[src/rtl/alu_issue_buffer_pkg.sv]
// Shared constants for the ALU issue buffer: opcode encodings, the zero-register
// tag, the fill-level state type and the illegal-opcode helper.
package alu_issue_buffer_pkg;

    localparam int WIDTH_DEFAULT = 32;
    localparam int REGW_DEFAULT  = 5;

    // Opcode encodings must stay identical to the ALU's own definitions.
    localparam logic [2:0] OP_ADD = 3'b010;
    localparam logic [2:0] OP_SUB = 3'b011;
    localparam logic [2:0] OP_AND = 3'b100;
    localparam logic [2:0] OP_OR  = 3'b101;
    localparam logic [2:0] OP_NOR = 3'b110;
    localparam logic [2:0] OP_XOR = 3'b111;

    localparam int ZERO_REG = 0;

    typedef enum logic [1:0] {
        FILL_EMPTY = 2'd0,
        FILL_ONE   = 2'd1,
        FILL_FULL  = 2'd2
    } fill_e;

    function automatic logic is_illegal(input logic [2:0] op);
        return op[2:1] == 2'b00;
    endfunction

endpackage

[src/rtl/alu_issue_buffer_if.sv]
// Decode-side, EX-side and writeback-snoop signals of the issue buffer.
interface alu_issue_buffer_if #(
    parameter int WIDTH = 32,
    parameter int REGW  = 5
);
    logic             in_valid;
    logic             in_ready;
    logic [WIDTH-1:0] in_a;
    logic [WIDTH-1:0] in_b;
    logic [REGW-1:0]  in_a_tag;
    logic [REGW-1:0]  in_b_tag;
    logic [2:0]       in_alu_op;
    logic [REGW-1:0]  in_dst;

    logic             wb_en;
    logic [REGW-1:0]  wb_reg;
    logic [WIDTH-1:0] wb_data;
    logic             flush;

    logic             out_valid;
    logic             out_ready;
    logic [WIDTH-1:0] out_a;
    logic [WIDTH-1:0] out_b;
    logic [2:0]       out_alu_op;
    logic [REGW-1:0]  out_dst;
    logic             out_illegal;

    modport slave (
        input  in_valid, in_a, in_b, in_a_tag, in_b_tag, in_alu_op, in_dst,
        input  wb_en, wb_reg, wb_data, flush, out_ready,
        output in_ready, out_valid, out_a, out_b, out_alu_op, out_dst, out_illegal
    );

    modport master (
        output in_valid, in_a, in_b, in_a_tag, in_b_tag, in_alu_op, in_dst,
        output wb_en, wb_reg, wb_data, flush, out_ready,
        input  in_ready, out_valid, out_a, out_b, out_alu_op, out_dst, out_illegal
    );

endinterface

[src/rtl/alu_issue_buffer_issue_entry.sv]
// One buffered instruction slot: loads a new payload or keeps its own, and in
// either case lets a matching writeback overwrite the A and/or B operand.
module issue_entry
    import alu_issue_buffer_pkg::*;
#(
    parameter int WIDTH = WIDTH_DEFAULT,
    parameter int REGW  = REGW_DEFAULT
) (
    input  logic             clock,
    input  logic             reset_n,
    input  logic             load,
    input  logic             snoop_en,
    input  logic [WIDTH-1:0] src_a,
    input  logic [WIDTH-1:0] src_b,
    input  logic [REGW-1:0]  src_a_tag,
    input  logic [REGW-1:0]  src_b_tag,
    input  logic [2:0]       src_alu_op,
    input  logic [REGW-1:0]  src_dst,
    input  logic             wb_en,
    input  logic [REGW-1:0]  wb_reg,
    input  logic [WIDTH-1:0] wb_data,
    output logic [WIDTH-1:0] a,
    output logic [WIDTH-1:0] b,
    output logic [REGW-1:0]  a_tag,
    output logic [REGW-1:0]  b_tag,
    output logic [2:0]       alu_op,
    output logic [REGW-1:0]  dst
);

    logic             update;
    logic             wb_live;
    logic [WIDTH-1:0] base_a;
    logic [WIDTH-1:0] base_b;
    logic [REGW-1:0]  base_a_tag;
    logic [REGW-1:0]  base_b_tag;
    logic [WIDTH-1:0] next_a;
    logic [WIDTH-1:0] next_b;

    // A loaded payload is snooped as it arrives, so a writeback in the same
    // cycle as the push or shift is never lost.
    always_comb begin
        update     = load | snoop_en;
        wb_live    = wb_en && (wb_reg != REGW'(ZERO_REG));
        base_a     = load ? src_a     : a;
        base_b     = load ? src_b     : b;
        base_a_tag = load ? src_a_tag : a_tag;
        base_b_tag = load ? src_b_tag : b_tag;
        next_a     = (wb_live && base_a_tag == wb_reg) ? wb_data : base_a;
        next_b     = (wb_live && base_b_tag == wb_reg) ? wb_data : base_b;
    end

    // NOTE: the payload is reset as well, because the head slot drives the
    // out_* ports directly and those must read zero out of reset.
    always_ff @(posedge clock or negedge reset_n) begin
        if (!reset_n) begin
            a      <= '0;
            b      <= '0;
            a_tag  <= '0;
            b_tag  <= '0;
            alu_op <= '0;
            dst    <= '0;
        end else if (update) begin
            a     <= next_a;
            b     <= next_b;
            a_tag <= base_a_tag;
            b_tag <= base_b_tag;
            if (load) begin
                alu_op <= src_alu_op;
                dst    <= src_dst;
            end
        end
    end

endmodule

[src/rtl/alu_issue_buffer.sv]
// Two-entry operand FIFO between decode and the EX-stage ALU. Slot 0 is the head
// and drives the ALU straight from flops; waiting operands snoop writeback.
module alu_issue_buffer
    import alu_issue_buffer_pkg::*;
#(
    parameter int WIDTH = WIDTH_DEFAULT,
    parameter int REGW  = REGW_DEFAULT
) (
    input logic              clock,
    input logic              reset_n,
    alu_issue_buffer_if.slave bus
);

    fill_e state_q;
    fill_e state_d;

    logic       in_ready;
    logic       out_valid;
    logic       push;
    logic       pop;
    logic       shift;
    logic [1:0] load;
    logic [1:0] snoop_en;

    logic [WIDTH-1:0] src_a      [2];
    logic [WIDTH-1:0] src_b      [2];
    logic [REGW-1:0]  src_a_tag  [2];
    logic [REGW-1:0]  src_b_tag  [2];
    logic [2:0]       src_alu_op [2];
    logic [REGW-1:0]  src_dst    [2];

    logic [WIDTH-1:0] slot_a      [2];
    logic [WIDTH-1:0] slot_b      [2];
    logic [REGW-1:0]  slot_a_tag  [2];
    logic [REGW-1:0]  slot_b_tag  [2];
    logic [2:0]       slot_alu_op [2];
    logic [REGW-1:0]  slot_dst    [2];

    // Both handshake flags decode only the fill register, so in_ready never
    // depends on out_ready and nothing from in_* reaches out_* combinationally.
    assign in_ready  = (state_q != FILL_FULL);
    assign out_valid = (state_q != FILL_EMPTY);
    assign push      = bus.in_valid & in_ready;
    assign pop       = out_valid & bus.out_ready;

    // NOTE: sequential state uses non-blocking assignments only, and the reset
    // is in the sensitivity list so it takes effect without a clock edge.
    always_ff @(posedge clock or negedge reset_n) begin
        if (!reset_n) begin
            state_q <= FILL_EMPTY;
        end else begin
            state_q <= state_d;
        end
    end

    // NOTE: every output of this block gets a default first so that no path
    // through the case leaves a signal unassigned and infers a latch.
    always_comb begin
        state_d = state_q;
        load    = 2'b00;
        shift   = 1'b0;
        if (bus.flush) begin
            state_d = FILL_EMPTY;
        end else begin
            unique case (state_q)
                FILL_EMPTY: begin
                    if (push) begin
                        load[0] = 1'b1;
                        state_d = FILL_ONE;
                    end
                end
                FILL_ONE: begin
                    if (push && pop) begin
                        load[0] = 1'b1;
                    end else if (push) begin
                        load[1] = 1'b1;
                        state_d = FILL_FULL;
                    end else if (pop) begin
                        state_d = FILL_EMPTY;
                    end
                end
                FILL_FULL: begin
                    if (pop) begin
                        load[0] = 1'b1;
                        shift   = 1'b1;
                        state_d = FILL_ONE;
                    end
                end
                default: state_d = FILL_EMPTY;
            endcase
        end
    end

    // A head leaving this cycle keeps the value the ALU already sampled.
    always_comb begin
        snoop_en[0] = out_valid & ~pop & ~bus.flush;
        snoop_en[1] = (state_q == FILL_FULL) & ~bus.flush;
    end

    always_comb begin
        src_a[1]      = bus.in_a;
        src_b[1]      = bus.in_b;
        src_a_tag[1]  = bus.in_a_tag;
        src_b_tag[1]  = bus.in_b_tag;
        src_alu_op[1] = bus.in_alu_op;
        src_dst[1]    = bus.in_dst;
        src_a[0]      = shift ? slot_a[1]      : bus.in_a;
        src_b[0]      = shift ? slot_b[1]      : bus.in_b;
        src_a_tag[0]  = shift ? slot_a_tag[1]  : bus.in_a_tag;
        src_b_tag[0]  = shift ? slot_b_tag[1]  : bus.in_b_tag;
        src_alu_op[0] = shift ? slot_alu_op[1] : bus.in_alu_op;
        src_dst[0]    = shift ? slot_dst[1]    : bus.in_dst;
    end

    for (genvar k = 0; k < 2; k++) begin : g_slot
        issue_entry #(
            .WIDTH (WIDTH),
            .REGW  (REGW)
        ) u_entry (
            .clock      (clock),
            .reset_n    (reset_n),
            .load       (load[k]),
            .snoop_en   (snoop_en[k]),
            .src_a      (src_a[k]),
            .src_b      (src_b[k]),
            .src_a_tag  (src_a_tag[k]),
            .src_b_tag  (src_b_tag[k]),
            .src_alu_op (src_alu_op[k]),
            .src_dst    (src_dst[k]),
            .wb_en      (bus.wb_en),
            .wb_reg     (bus.wb_reg),
            .wb_data    (bus.wb_data),
            .a          (slot_a[k]),
            .b          (slot_b[k]),
            .a_tag      (slot_a_tag[k]),
            .b_tag      (slot_b_tag[k]),
            .alu_op     (slot_alu_op[k]),
            .dst        (slot_dst[k])
        );
    end

    assign bus.in_ready    = in_ready;
    assign bus.out_valid   = out_valid;
    assign bus.out_a       = slot_a[0];
    assign bus.out_b       = slot_b[0];
    assign bus.out_alu_op  = slot_alu_op[0];
    assign bus.out_dst     = slot_dst[0];
    assign bus.out_illegal = out_valid & is_illegal(slot_alu_op[0]);

endmodule
[src/flat_wrapper.sv]
// flat-port wrapper written by rule: the top's interface ports become plain ports
module alu_issue_buffer_flat import alu_issue_buffer_pkg::*;
#(
    parameter int WIDTH = WIDTH_DEFAULT,
    parameter int REGW  = REGW_DEFAULT
)
  (clock, reset_n, bus_in_valid, bus_in_a, bus_in_b, bus_in_a_tag, bus_in_b_tag, bus_in_alu_op, bus_in_dst, bus_wb_en, bus_wb_reg, bus_wb_data, bus_flush, bus_out_ready, bus_in_ready, bus_out_valid, bus_out_a, bus_out_b, bus_out_alu_op, bus_out_dst, bus_out_illegal);
  alu_issue_buffer_if #(.WIDTH(WIDTH), .REGW(REGW)) bus_i ();
  input logic clock;
  input logic reset_n;
  input wire logic [$bits(bus_i.in_valid)-1:0] bus_in_valid;
  input wire logic [$bits(bus_i.in_a)-1:0] bus_in_a;
  input wire logic [$bits(bus_i.in_b)-1:0] bus_in_b;
  input wire logic [$bits(bus_i.in_a_tag)-1:0] bus_in_a_tag;
  input wire logic [$bits(bus_i.in_b_tag)-1:0] bus_in_b_tag;
  input wire logic [$bits(bus_i.in_alu_op)-1:0] bus_in_alu_op;
  input wire logic [$bits(bus_i.in_dst)-1:0] bus_in_dst;
  input wire logic [$bits(bus_i.wb_en)-1:0] bus_wb_en;
  input wire logic [$bits(bus_i.wb_reg)-1:0] bus_wb_reg;
  input wire logic [$bits(bus_i.wb_data)-1:0] bus_wb_data;
  input wire logic [$bits(bus_i.flush)-1:0] bus_flush;
  input wire logic [$bits(bus_i.out_ready)-1:0] bus_out_ready;
  output wire logic [$bits(bus_i.in_ready)-1:0] bus_in_ready;
  output wire logic [$bits(bus_i.out_valid)-1:0] bus_out_valid;
  output wire logic [$bits(bus_i.out_a)-1:0] bus_out_a;
  output wire logic [$bits(bus_i.out_b)-1:0] bus_out_b;
  output wire logic [$bits(bus_i.out_alu_op)-1:0] bus_out_alu_op;
  output wire logic [$bits(bus_i.out_dst)-1:0] bus_out_dst;
  output wire logic [$bits(bus_i.out_illegal)-1:0] bus_out_illegal;
  assign bus_i.in_valid = bus_in_valid;
  assign bus_i.in_a = bus_in_a;
  assign bus_i.in_b = bus_in_b;
  assign bus_i.in_a_tag = bus_in_a_tag;
  assign bus_i.in_b_tag = bus_in_b_tag;
  assign bus_i.in_alu_op = bus_in_alu_op;
  assign bus_i.in_dst = bus_in_dst;
  assign bus_i.wb_en = bus_wb_en;
  assign bus_i.wb_reg = bus_wb_reg;
  assign bus_i.wb_data = bus_wb_data;
  assign bus_i.flush = bus_flush;
  assign bus_i.out_ready = bus_out_ready;
  assign bus_in_ready = bus_i.in_ready;
  assign bus_out_valid = bus_i.out_valid;
  assign bus_out_a = bus_i.out_a;
  assign bus_out_b = bus_i.out_b;
  assign bus_out_alu_op = bus_i.out_alu_op;
  assign bus_out_dst = bus_i.out_dst;
  assign bus_out_illegal = bus_i.out_illegal;
  alu_issue_buffer #(.WIDTH(WIDTH), .REGW(REGW)) u_core (.clock(clock), .reset_n(reset_n), .bus(bus_i));
endmodule
[config.mk]
export PLATFORM = sky130hd
export DESIGN_NAME = alu_issue_buffer_flat
export DESIGN_NICKNAME = d
export VERILOG_FILES = /design/src/rtl/alu_issue_buffer_pkg.sv /design/src/rtl/alu_issue_buffer_if.sv /design/src/rtl/alu_issue_buffer_issue_entry.sv /design/src/rtl/alu_issue_buffer.sv /design/src/flat_wrapper.sv
export SDC_FILE = /design/constraint.sdc
export NUM_CORES = 1
export LEC_CHECK = 0
export CORE_MARGIN = 3
export CORE_UTILIZATION = 38
export DETAILED_ROUTE_END_ITERATION = 10
export SLEW_MARGIN = 15
export SYNTH_ARGS = -nofsm -noshare
export SYNTH_HDL_FRONTEND = slang
export SYNTH_SLANG_ARGS = --single-unit
[constraint.sdc]
create_clock -name clock -period 5.1 [get_ports clock]
set_input_delay 1.02 -clock clock [delete_from_list [all_inputs] [get_ports clock]]
set_output_delay 1.02 -clock clock [all_outputs]
set_load 0.02 [all_outputs]
==> impl_metrics.ini <==
[outcome]
outcome = completed

[cells_and_area]
post-route-util_pct = 52.3
final_net_count = 1068
insertedDiodeCount = 0
areaGrowthSynthToFinish_pct = 33.8
drive_gt1_share_pct = 16.7

[setup_path]
startpoint_type = input pin
setup.worst_path.class = input pin to flip-flop
r2r_slack_ps = 1710
critPathArrivalTime_ps = 4420
cp.required_ps = 5400
cp_max_fo = 22
critPathCaptureType = flip-flop

[pwr]
power_density_nw_per_um2 = 368
power.total_uw = 4250
p_leak_uw = 0.00469
vdd_drop_max_v = 0.000191

[placed_design]
io_buffers = 199
gp_congestion = 0.815
pre_cts_slack_ps = 574
dp_hpwl_um = 17600

[drt]
dr.pass1.iters = 5
wire_per_inst_um = 21.0
ant_nets = 0
drt-vias-per-instance = 5.56
vias = 6873
routed_wl_um = 26000
drtIter0Drc = 422
drc = 0

[floorplanning]
initial_core_util_pct = 39.1
die_y_um = 157
die-area_sq_um = 24600
num_rows = 54
fp.coreArea_sq_um = 22100
die_w_um = 157
ios = 200

[timing]
min_period_over_period_pct = 80.9
period_needed_ps = 4120
tightestPinTransition_ps = 1110
relSlewSlack_pct = 25.9
whs_ps = 483
max_freq_mhz = 242
setup_tns_ps = 0
rsz0062_at_grt = no
hold_viol = 0
setup_viol = 0
skew_ps = 14.6
maxSlewViolCount = 0
setup_slack_ps = 976

[worst_hold_path]
worstHoldPathType = flip-flop to flip-flop

[clocking]
cts_made_buffers = 17
clkLatencyLatePin_ps = 430
holdBufCountCts = 0
cts_resized = 0
cts_setup_buffers = 0
clk_path_buf_depth = 2
cts-root-buf = clkbuf_16
clk_pin_slew_ps = 60
tritoncts = done
htree_levels = 4
clock_sinks = 166

[yosys]
syn_area_sq_um = 8630
ys_seq_area_share_pct = 48.1
synth_top_area_share_pct = 48.1
ys_ff_latch = 166
synth_cell_types = 46
synthFlopType = dfrtp_1
synth_top_cell_by_area = dfrtp_1
ys_warn_count = 0
synth_fp_nets = 892
synth_edf_count = 0
yosys-top-cells-count = dfrtp_1, and2_1, a221o_1, mux2i_1, mux2_2
async_flop_share_pct = 100
syn_inst = 767
yosys.cell_count.top_type = dfrtp_1
synthTopCellsByArea = dfrtp_1, a221o_1, mux2_2
avgSynthCellArea_sq_um = 11.2

[global_route]
antenna_found_initial = 1
grt_pass1_vias = 6881
grt_max_degree = 90
grt_usage_pct = 21.1
grt.overflow.total = 0
grt_pass1_wl_um = 40300

[job]
drv_cap = 0
==> registers in the layout, indices dropped and copies added, names as in the netlist <==
register / count
u_core.g_slot.u_entry.a: 64
u_core.g_slot.u_entry.b: 64
u_core.g_slot.u_entry.a_tag: 10
u_core.g_slot.u_entry.b_tag: 10
u_core.g_slot.u_entry.dst: 10
u_core.g_slot.u_entry.alu_op: 6
u_core.state_q: 2
==> layout make-up <==
class | count | area, sq um
multi-input cells | 503 | 4110
inverters | 35 | 131
fillers | 1958 | 10500
clock buffers | 17 | 425
flip-flops and latches | 166 | 4150
clock inverters | 15 | 144
repair buffers | 220 | 2240
well taps | 280 | 350
==> placed cells by master, fill, tap and decap left out, types with 5 or more instances in the layout <==
cell type	synthesis	layout
inv_1	34	34
mux2i_1	46	46
nor2_2	30	30
nor2_1	18	14
o221a_1	30	30
buf_12	0	7
and2_1	65	65
a21oi_1	7	5
clkbuf_16	0	17
xnor2_1	6	6
nand2_1	39	39
a221oi_2	11	11
nor3_1	12	12
a221o_1	64	64
buf_4	2	14
inv_6	0	5
clkdlybuf4s50_1	0	198
mux2_2	42	42
nor2b_1	5	5
dfrtp_1	166	166
xor2_1	6	6
or3_1	38	38
a221oi_1	26	26
o21ai_0	16	16
==> cell families (layout without fill, tap and decap cells) <==
kind of cell	after synthesis	count (layout)	share of synthesized area [%]
AO/OA/AOI/OAI	166	166	18.5
XOR/XNOR	12	12	1.22
buffers and inverters	98	287	5.23
flip-flops	166	166	48.1
multiplexers	88	88	10.8
AND/OR/NAND/NOR	237	237	16.1
==> critical path, cell delays in order <==
cell	delay, ps
clkdlybuf4s50_1	610
nor4b_2	380
nand2_1	340
buf_4	320
mux2_2	300
xnor2_1	150
nand2_1	130
nor3_2	370
a21oi_4	220
buf_12	220
a221o_1	350
==> path summary, 6_finish.rpt <==
| path | start | endpoint | cells past startpoint |
|---|---|---|---|
| max in group asynchronous | reset_n | u_core.g_slot[0].u_entry.b[3] | 2 |
| hold / removal | u_core.g_slot[1].u_entry.dst[2] | u_core.g_slot[1].u_entry.dst[2] | 2 |
| hold reg to reg | u_core.g_slot[1].u_entry.dst[2] | u_core.g_slot[1].u_entry.dst[2] | 2 |
| setup / recovery | bus_flush | u_core.g_slot[1].u_entry.a[29] | 11 |
| setup reg to reg | u_core.state_q[0] | u_core.g_slot[0].u_entry.a[30] | 10 |
| min in group asynchronous | reset_n | u_core.g_slot[0].u_entry.b[28] | 1 |
==> metal layers <==
| metal | vias to the layer above | routed length [um] | GRT usage (%) |
|---|---|---|---|
| met4 | 2 | 437 | 6.21 |
| met5 | - | 13 | 0 |
| met2 | 225 | 11800 | 32.6 |
| li1 | 3209 | - | - |
| met1 | 3409 | 12500 | 30.7 |
| met3 | 28 | 1270 | 3.35 |
==> per-stage QoR <==
step                cells  cell area [sq um]
floorplan             767               8630
global placement     1204              11000
detailed placement   1204              11000
CTS                  1236              11500
global route         1236              11500
finish               1236              11500
==> report_power, final <==
group	switching [uW]	total [uW]	leakage, uW	internal (uW)
Combinational	544	1170	0.00244	627
Sequential	177	1800	0.00198	1630
Clock	594	1280	0.000273	685
Total	1320	4250	0.00469	2940
Note: power is estimated with default switching activity, not from simulation.
